## src/rtl/handshake_coeff_sequencer_pkg.sv

```systemverilog
// Shared definitions for the coefficient sequencer: state encoding, default width, soft-clip defaults.
package handshake_coeff_sequencer_pkg;

   typedef logic state_t;

   localparam state_t ST_IDLE  = 1'b0;
   localparam state_t ST_ISSUE = 1'b1;

   localparam int unsigned COEFF_W = 36;

   // Default soft-clip coefficient set, index order 0..3.
   localparam logic [COEFF_W-1:0] SOFTCLIP_C0 = 36'h0_0000_0053;
   localparam logic [COEFF_W-1:0] SOFTCLIP_C1 = 36'h0_0000_0012;
   localparam logic [COEFF_W-1:0] SOFTCLIP_C2 = 36'h0_0000_00A5;
   localparam logic [COEFF_W-1:0] SOFTCLIP_C3 = 36'h0_0000_007F;

endpackage

```

## src/rtl/handshake_coeff_sequencer_coeff_regfile.sv

```systemverilog
// Coefficient table: NUM_COEFFS x DATA_WIDTH registers, cleared on reset, one write port, one comb read port.
// Addresses at or beyond NUM_COEFFS neither write nor read (read returns 0).
module handshake_coeff_sequencer_coeff_regfile
   import handshake_coeff_sequencer_pkg::*;
#(
   parameter int unsigned DATA_WIDTH = COEFF_W,
   parameter int unsigned NUM_COEFFS = 4,
   parameter int unsigned ADDR_WIDTH = 2
) (
   input  logic                  clk,
   input  logic                  rst,
   input  logic                  we_i,
   input  logic [ADDR_WIDTH-1:0] waddr_i,
   input  logic [DATA_WIDTH-1:0] wdata_i,
   input  logic [ADDR_WIDTH-1:0] raddr_i,
   output logic [DATA_WIDTH-1:0] rdata_o
);

   logic [DATA_WIDTH-1:0] mem_q [NUM_COEFFS];

   always_ff @(posedge clk or posedge rst) begin
      if (rst) begin
         for (int unsigned i = 0; i < NUM_COEFFS; i++) begin
            mem_q[i] <= '0;
         end
      end else if (we_i) begin
         for (int unsigned i = 0; i < NUM_COEFFS; i++) begin
            if (waddr_i == ADDR_WIDTH'(i)) begin
               mem_q[i] <= wdata_i;
            end
         end
      end
   end

   always_comb begin
      rdata_o = '0;
      for (int unsigned i = 0; i < NUM_COEFFS; i++) begin
         if (raddr_i == ADDR_WIDTH'(i)) begin
            rdata_o = mem_q[i];
         end
      end
   end

endmodule

```

## src/rtl/handshake_coeff_sequencer.sv

```systemverilog
// Emits a NUM_COEFFS-beat coefficient burst per accepted control token; first beat one cycle after acceptance.
// Output is fully registered and held while outs_ready is low; config writes only land while idle.
module handshake_coeff_sequencer
   import handshake_coeff_sequencer_pkg::*;
#(
   parameter int unsigned DATA_WIDTH = COEFF_W,
   parameter int unsigned NUM_COEFFS = 4,
   parameter int unsigned ADDR_WIDTH = 2
) (
   input  logic                  clk,
   input  logic                  rst,
   input  logic                  cfg_we,
   input  logic [ADDR_WIDTH-1:0] cfg_addr,
   input  logic [DATA_WIDTH-1:0] cfg_data,
   output logic                  cfg_busy,
   input  logic                  ctrl_valid,
   output logic                  ctrl_ready,
   output logic [DATA_WIDTH-1:0] outs,
   output logic                  outs_valid,
   input  logic                  outs_ready,
   output logic                  outs_last
);

   localparam logic [ADDR_WIDTH-1:0] LAST_IDX = ADDR_WIDTH'(NUM_COEFFS - 1);

   state_t                  state_q, state_d;
   logic [ADDR_WIDTH-1:0]   idx_q, idx_d;
   logic [DATA_WIDTH-1:0]   outs_q, outs_d;
   logic                    last_q, last_d;
   logic [ADDR_WIDTH-1:0]   idx_inc;
   logic [ADDR_WIDTH-1:0]   tbl_raddr;
   logic [DATA_WIDTH-1:0]   tbl_rdata;
   logic                    tbl_we;

   assign idx_inc   = idx_q + ADDR_WIDTH'(1);
   assign tbl_raddr = (state_q == ST_IDLE) ? '0 : idx_inc;
   assign tbl_we    = cfg_we && (state_q == ST_IDLE) && (32'(cfg_addr) < NUM_COEFFS);

   handshake_coeff_sequencer_coeff_regfile #(
      .DATA_WIDTH (DATA_WIDTH),
      .NUM_COEFFS (NUM_COEFFS),
      .ADDR_WIDTH (ADDR_WIDTH)
   ) u_coeff_regfile (
      .clk     (clk),
      .rst     (rst),
      .we_i    (tbl_we),
      .waddr_i (cfg_addr),
      .wdata_i (cfg_data),
      .raddr_i (tbl_raddr),
      .rdata_o (tbl_rdata)
   );

   always_ff @(posedge clk or posedge rst) begin
      if (rst) begin
         state_q <= ST_IDLE;
      end else begin
         state_q <= state_d;
      end
   end

   always_comb begin
      state_d = state_q;
      case (state_q)
         ST_IDLE: begin
            if (ctrl_valid) begin
               state_d = ST_ISSUE;
            end
         end
         default: begin
            if (outs_ready && (idx_q == LAST_IDX)) begin
               state_d = ST_IDLE;
            end
         end
      endcase
   end

   always_comb begin
      ctrl_ready = (state_q == ST_IDLE);
      cfg_busy   = (state_q == ST_ISSUE);
      outs_valid = (state_q == ST_ISSUE);
   end

   // The table read is combinational from registered state, so a write in the
   // token cycle lands after outs has already captured the old table[0].
   always_comb begin
      idx_d  = idx_q;
      outs_d = outs_q;
      last_d = last_q;
      if (state_q == ST_IDLE) begin
         if (ctrl_valid) begin
            idx_d  = '0;
            outs_d = tbl_rdata;
            last_d = (NUM_COEFFS == 1);
         end
      end else if (outs_ready) begin
         if (idx_q != LAST_IDX) begin
            idx_d  = idx_inc;
            outs_d = tbl_rdata;
            last_d = (idx_inc == LAST_IDX);
         end else begin
            last_d = 1'b0;
         end
      end
   end

   always_ff @(posedge clk or posedge rst) begin
      if (rst) begin
         idx_q  <= '0;
         outs_q <= '0;
         last_q <= 1'b0;
      end else begin
         idx_q  <= idx_d;
         outs_q <= outs_d;
         last_q <= last_d;
      end
   end

   assign outs      = outs_q;
   assign outs_last = last_q;

endmodule
```

## config.mk

```make
export PLATFORM = sky130hd
export DESIGN_NAME = handshake_coeff_sequencer
export DESIGN_NICKNAME = d
export VERILOG_FILES = /design/src/rtl/handshake_coeff_sequencer_pkg.sv /design/src/rtl/handshake_coeff_sequencer_coeff_regfile.sv /design/src/rtl/handshake_coeff_sequencer.sv
export SDC_FILE = /design/constraint.sdc
export NUM_CORES = 1
export LEC_CHECK = 0
export ABC_AREA = 1
export BUFFER_PORTS_ARGS = -buffer_cell sky130_fd_sc_hd__buf_2
export CORE_MARGIN = 10
export CORE_UTILIZATION = 47
export DETAILED_ROUTE_END_ITERATION = 10
export PLACE_DENSITY = 0.67
export SYNTH_ARGS = -nofsm -noshare
export SYNTH_HDL_FRONTEND = slang
export SYNTH_SLANG_ARGS = --single-unit
```

## constraint.sdc

```tcl
create_clock -name clk -period 6.84 [get_ports clk]
set_clock_uncertainty 0.2 [all_clocks]
set_input_delay 0.342 -clock clk [delete_from_list [all_inputs] [get_ports clk]]
set_output_delay 0.342 -clock clk [all_outputs]
set_load 0.05 [all_outputs]
```

* Word level (Yosys, flattened, before mapping)
Cells that the tools add are included.
Operators by class: add/subtract/negate cells 1, $mul 0, div/mod/pow operators 0, $lt $le $gt $ge 0, equal/unequal tests 11, shift-type cells 0, mux-type cells 20, bitwise operators 1, reduce and logical (&&, ||, !) cells 11
Operators by type and width (number):
- $mux 36 | 8
- $eq 2x2->1 const B | 6
- $mux 2 | 5
- $reduce_and 2->1 | 5
- $mux 1 | 7
- $eq 2x1->1 const B | 2
- $logic_not 2->1 | 2
- $ne 2x2->1 const B | 2
- $reduce_and 3->1 | 1
- $add 2x1->2 const B | 1
- $logic_and 1x1->1 | 2
- $ne 2x1->1 const B | 1
- $reduce_bool 2->1 | 1
- $not 1->1 | 1
Storage, ports and cells: bits in registers 184, bits in latches 0, bits in writable memories 0, ROM bits 0, bits of input ports 43, output and inout bits 40, logic and storage cells 52, memories 0

* Depth between registers and ports, before layout
depth in word-level cells 10, mapped depth 12, gate-level depth less buffers 9

* Hierarchy
A second synthesis with hierarchy kept.
Second synthesis, totals: cells, all modules 897, area, all modules 7952.6 um2
By module, submodules not included:
- handshake_coeff_sequencer_coeff_regfile | instances 1, cells an instance 710, area an instance 6189.7 um2, seq. area each 3603.5 um2
- handshake_coeff_sequencer | instances 1, cells an instance 187, area an instance 1762.9 um2, seq. area each 1001.0 um2

* Worst setup path before layout
OpenSTA, ideal clock, no wires.
path kind reg-to-reg, from register idx_q[0], to register outs_q[10] (netlist: outs[10]), library setup time 125 ps, arrival time 1955 ps, data required time 6515 ps, setup slack 4560 ps, cell stages (with the launch flop) 13, buffers on the path 4, clock period less this slack 2280 ps, cell sequence dfrtp_1 > inv_2 > clkbuf_1 > ha_1 > buf_6 > inv_4 > nand2_4 > buf_6 > nand3_4 > inv_2 > buf_4 > nand2_1 > nand3_1
Between the ends: cells in the longest elaborated chain, start to end 10, elaborated cells on any way between the ends 17, classes of those cells add/sub (1); eq/ne (5); mux (9); reduce/logical (2)
Ends and longest elaborated chain:
- from (decl) | RTL line handshake_coeff_sequencer.sv:27 | logic [ADDR_WIDTH-1:0] idx_q, idx_d;
- from (signal assigned) | RTL line handshake_coeff_sequencer.sv:112 | idx_q <= idx_d;
- $add 2x1->2 | RTL line handshake_coeff_sequencer.sv:35 | assign idx_inc = idx_q + ADDR_WIDTH'(1);
- $mux 2 | RTL line handshake_coeff_sequencer.sv:36 | assign tbl_raddr = (state_q == ST_IDLE) ? '0 : idx_inc;
- $logic_not 2->1 | RTL line handshake_coeff_sequencer_coeff_regfile.sv:38 | if (raddr_i == ADDR_WIDTH'(i)) begin
- $mux 36 (4 in series) | RTL line handshake_coeff_sequencer_coeff_regfile.sv:38
- $mux 36 | RTL line handshake_coeff_sequencer.sv:96 | if (idx_q != LAST_IDX) begin
- $mux 36 | RTL line handshake_coeff_sequencer.sv:95 | end else if (outs_ready) begin
- $mux 36 | RTL line handshake_coeff_sequencer.sv:89 | if (state_q == ST_IDLE) begin
- to (signal assigned) | RTL line handshake_coeff_sequencer.sv:113 | outs_q <= outs_d;
- to (decl) | RTL line handshake_coeff_sequencer.sv:28 | logic [DATA_WIDTH-1:0] outs_q, outs_d;
Parallel ways exist; a longest one is shown, timed or not. The select of a mux whose other input is x is not followed. A chain may end at the register's enable or synchronous reset.

* Worst setup path after layout
from register idx_q[0], to register outs_q[29] (netlist: outs[29])
The elaborated chain is that of the path after synthesis.

==> summary.md <==
| Metric | Value |
|---|---|
| Status | `finished, final reports clean` |
| FF-to-FF Start | `idx_q[0]$_DFFE_PP0P_` |
| Final Util | `54.5%` |
| CTS tree | `built` |
| Crit-path max cell delay | `660 ps` |
| Hold Crit Class | `input port to flip-flop` |
| WL/cell | `15.0 um` |
| Final hold violation count | `0` |
| CP most frequent cell | `nand2_1` |
| Initial antenna violation count | `0` |
| CTS Sinks | `184` |
| DRC | `0` |
| CP Launch Point | `idx_q[0]$_DFFE_PP0P_` |
| Clk pin slew, worst setup/hold paths | `70 ps` |
| Hpwl dp | `11.3 mm` |
| Place WS | `3500 ps` |
| WP data arrival | `3440 ps` |
| Die X | `151 um` |
| Placed inst area | `8490 um2` |
| First-pass DRT Iterations | `4` |
| EDFF count, synth | `0` |
| Post-CTS Setup Repair Bufs | `0` |
| Via density | `5.12` |
| First-pass GRT wire length | `31.2 mm` |
| Synth Area per Inst | `8.39 um2` |
| CP top delay family | `simple AND/OR/NAND/NOR gates` |
| # setup viols final | `0` |
| Cell Count, Final, Fillers Out | `1,243` |
| Highest Clock Rate | `301 MHz` |
| PortBufs | `82` |
| Worst-Margin Slew | `1040 ps` |
| Total CTS buffers | `17` |
| Worst Setup End Kind | `flip-flop` |
| Layout cells sized above 1 | `13.9%` |
| Final setup TNS | `0 ps` |
| Post-synthesis sequential area ratio | `57.3%` |
| Via count | `6,365` |
| Max cap viols | `0` |
| Asr flop ratio synth | `100%` |
| Final max-slew violation count | `0` |
| Met1 Usage GRT | `22.5%` |
| Vias in the first global route | `6,116` |
| Synth Cell Area | `8040 um2` |
| Syn nets | `1,003` |
| Crit path kind | `flip-flop to flip-flop` |
| Crit-path cells | `inv_2, ha_1, nor2_8, nand2_1, or2_0, nand3_1, nand2_1` |
| Layout Nets | `1,055` |
| Initial Util | `48.1%` |
| H-tree depth | `4` |
| Synthesis-stage register bit count | `184` |
| Die Span Y | `151 um` |
| Synth unique cells | `22` |
| Worst vdd ir | `0.000292 V` |
| Gr usage total | `17.2%` |
| CP Buf/Inv Count | `1` |
| Busiest layer in global routing | `met2` |
| Final Cycle Share | `48.5%` |
| Warnings from Yosys | `0` |
| Clock root buffer | `clkbuf_16` |
| CORE AREA | `16,700 um2` |
| Die ar. | `22,700 um2` |
| Slowest CP cell | `nand2_1` |
| Pwr per Cell Area | `514 nW/um2` |
| Initial drt markers | `493` |
| Critical Path RT | `6960 ps` |
| Grt ovf | `0` |
| Ant diodes | `0` |
| Hold_sp | `outs_ready` |
| Minimum clock period | `3320 ps` |
| Pin count of the biggest net entering global routing | `107` |
| Main flop type after synthesis | `dfrtp_1` |
| RD Place Congestion | `0.753` |
| PnR worst setup slack | `3520 ps` |
| RSZ-0062 raised after global routing | `no` |
| Row cnt | `47` |
| Worst-skew pair later-pin latency | `430 ps` |
| CP Max Fanout | `29` |
| Static leakage | `4.71 nW` |
| Cells after Synth | `958` |
| DRT Wirelength | `18.7 mm` |
| GR Util met2 | `27.6%` |
| Final Cell Area | `9090 um2` |
| Global Route met3 Usage | `4.42%` |
| Max-slew headroom | `30.6%` |
| Crit start category | `flip-flop` |
| Area delta synth->final | `13.1%` |
| ANT nets after route | `0` |
| I/O pins | `83` |
| Bufs on Longest Clock Path | `2` |
| Placed Cells | `1,210` |
[worst reg2reg max path: stages, from the launching register on]
cell and delay (ps):
dfrtp_1 650, inv_2 240, ha_1 550, nor2_8 330
nand2_1 660, or2_0 450, nand3_1 90, nand2_1 50
[synth_stat cells, types with 4 or more instances]
master | n | area, um2
a21oi_1 | 11 | 55.1
nor2_4 | 5 | 56.3
nand3_1 | 39 | 195
nand2_1 | 361 | 1360
buf_6 | 4 | 45.0
inv_2 | 4 | 15.0
inv_1 | 47 | 176
clkbuf_1 | 29 | 109
nor2_1 | 59 | 221
buf_2 | 16 | 80.1
o21ai_0 | 145 | 726
or2_0 | 11 | 68.8
dfrtp_1 | 184 | 4600
nand4_1 | 24 | 150
buf_4 | 7 | 52.6
[placed cells by master, fill, tap and decap left out, drive strengths merged, types with 3 or more instances in the layout]
master,n
o21ai,145
or2,11
nand2,365
clkbuf,18
dfrtp,184
a21oi,11
nand4,24
nand3,42
inv,55
clkinvlp,3
clkinv,7
buf,88
nor2,65
[metrics by stage]
stage / power [W] / hold WS (ps)
after floorplan: 0.00333 / 246
after global placement: 0.00369 / 261
after detailed placement: 0.00373 / 260
after CTS: 0.00473 / 5.54
after global routing: 0.00507 / 23.4
final: 0.00468 / 14.6
[cells by family (layout without fill, tap and decap cells)]
logic type                 Yosys count  in the layout  share of synthesized area [%]
and+or+nand+nor                    507            507                           26.6
DFF                                184            184                           57.3
buffers and inverters              109            174                           6.10
AOI/OAI and AO/OA                  156            156                           9.71
adders and majority gates            2              2                          0.311
[what timing repair did]
item / 4_1_cts / 5_1_grt
hold buffers: 1 / 0
endpoints found under the hold margin: 105 / 0
resized for setup: 0 / 0
[layer usage]
metal,vias to the layer above,share of wire (%)
li1,3156,-
met1,3052,47
met2,142,46
met3,15,5.6
met4,0,1.3
met5,-,0
[worst paths after layout]
path | endpoint | slack, ps | cells after the start
min in group asynchronous | outs[18]$_DFFE_PP0P_ | 450 | 3
hold reg to reg | outs[24]$_DFFE_PP0P_ | 270 | 2
setup reg to reg | outs[29]$_DFFE_PP0P_ | 3520 | 7
setup / recovery | outs[29]$_DFFE_PP0P_ | 3520 | 7
hold / removal | outs_last$_DFFE_PP0P_ | 10 | 3
max in group asynchronous | u_coeff_regfile.mem_q[52]$_DFFE_PP0P_ | 4450 | 4
[power breakdown]
group          total, W  internal, W  switching (W)
clock network  0.000972     0.000550       0.000422
registers       0.00178      0.00154       0.000241
logic           0.00193     0.000549        0.00138
total           0.00468      0.00264        0.00204
[state kept, by name, summed over array words and instances, names as in the netlist]
signal and count:
outs 36, outs_last 1, cfg_busy 1, u_coeff_regfile.mem_q 144, idx_q 2
[area by class of cell]
cell class                      instances  area [um2]
Sequential cell                       184        4600
Timing Repair Buffer                   89         465
Clock inverter                         14         150
Tap cell                              220         275
Multi-Input combinational cell        665        2950
Inverter                               53         209
Clock buffer                           18         439
Fill cell                            1593        7610
(Power assumes the default switching activity.)
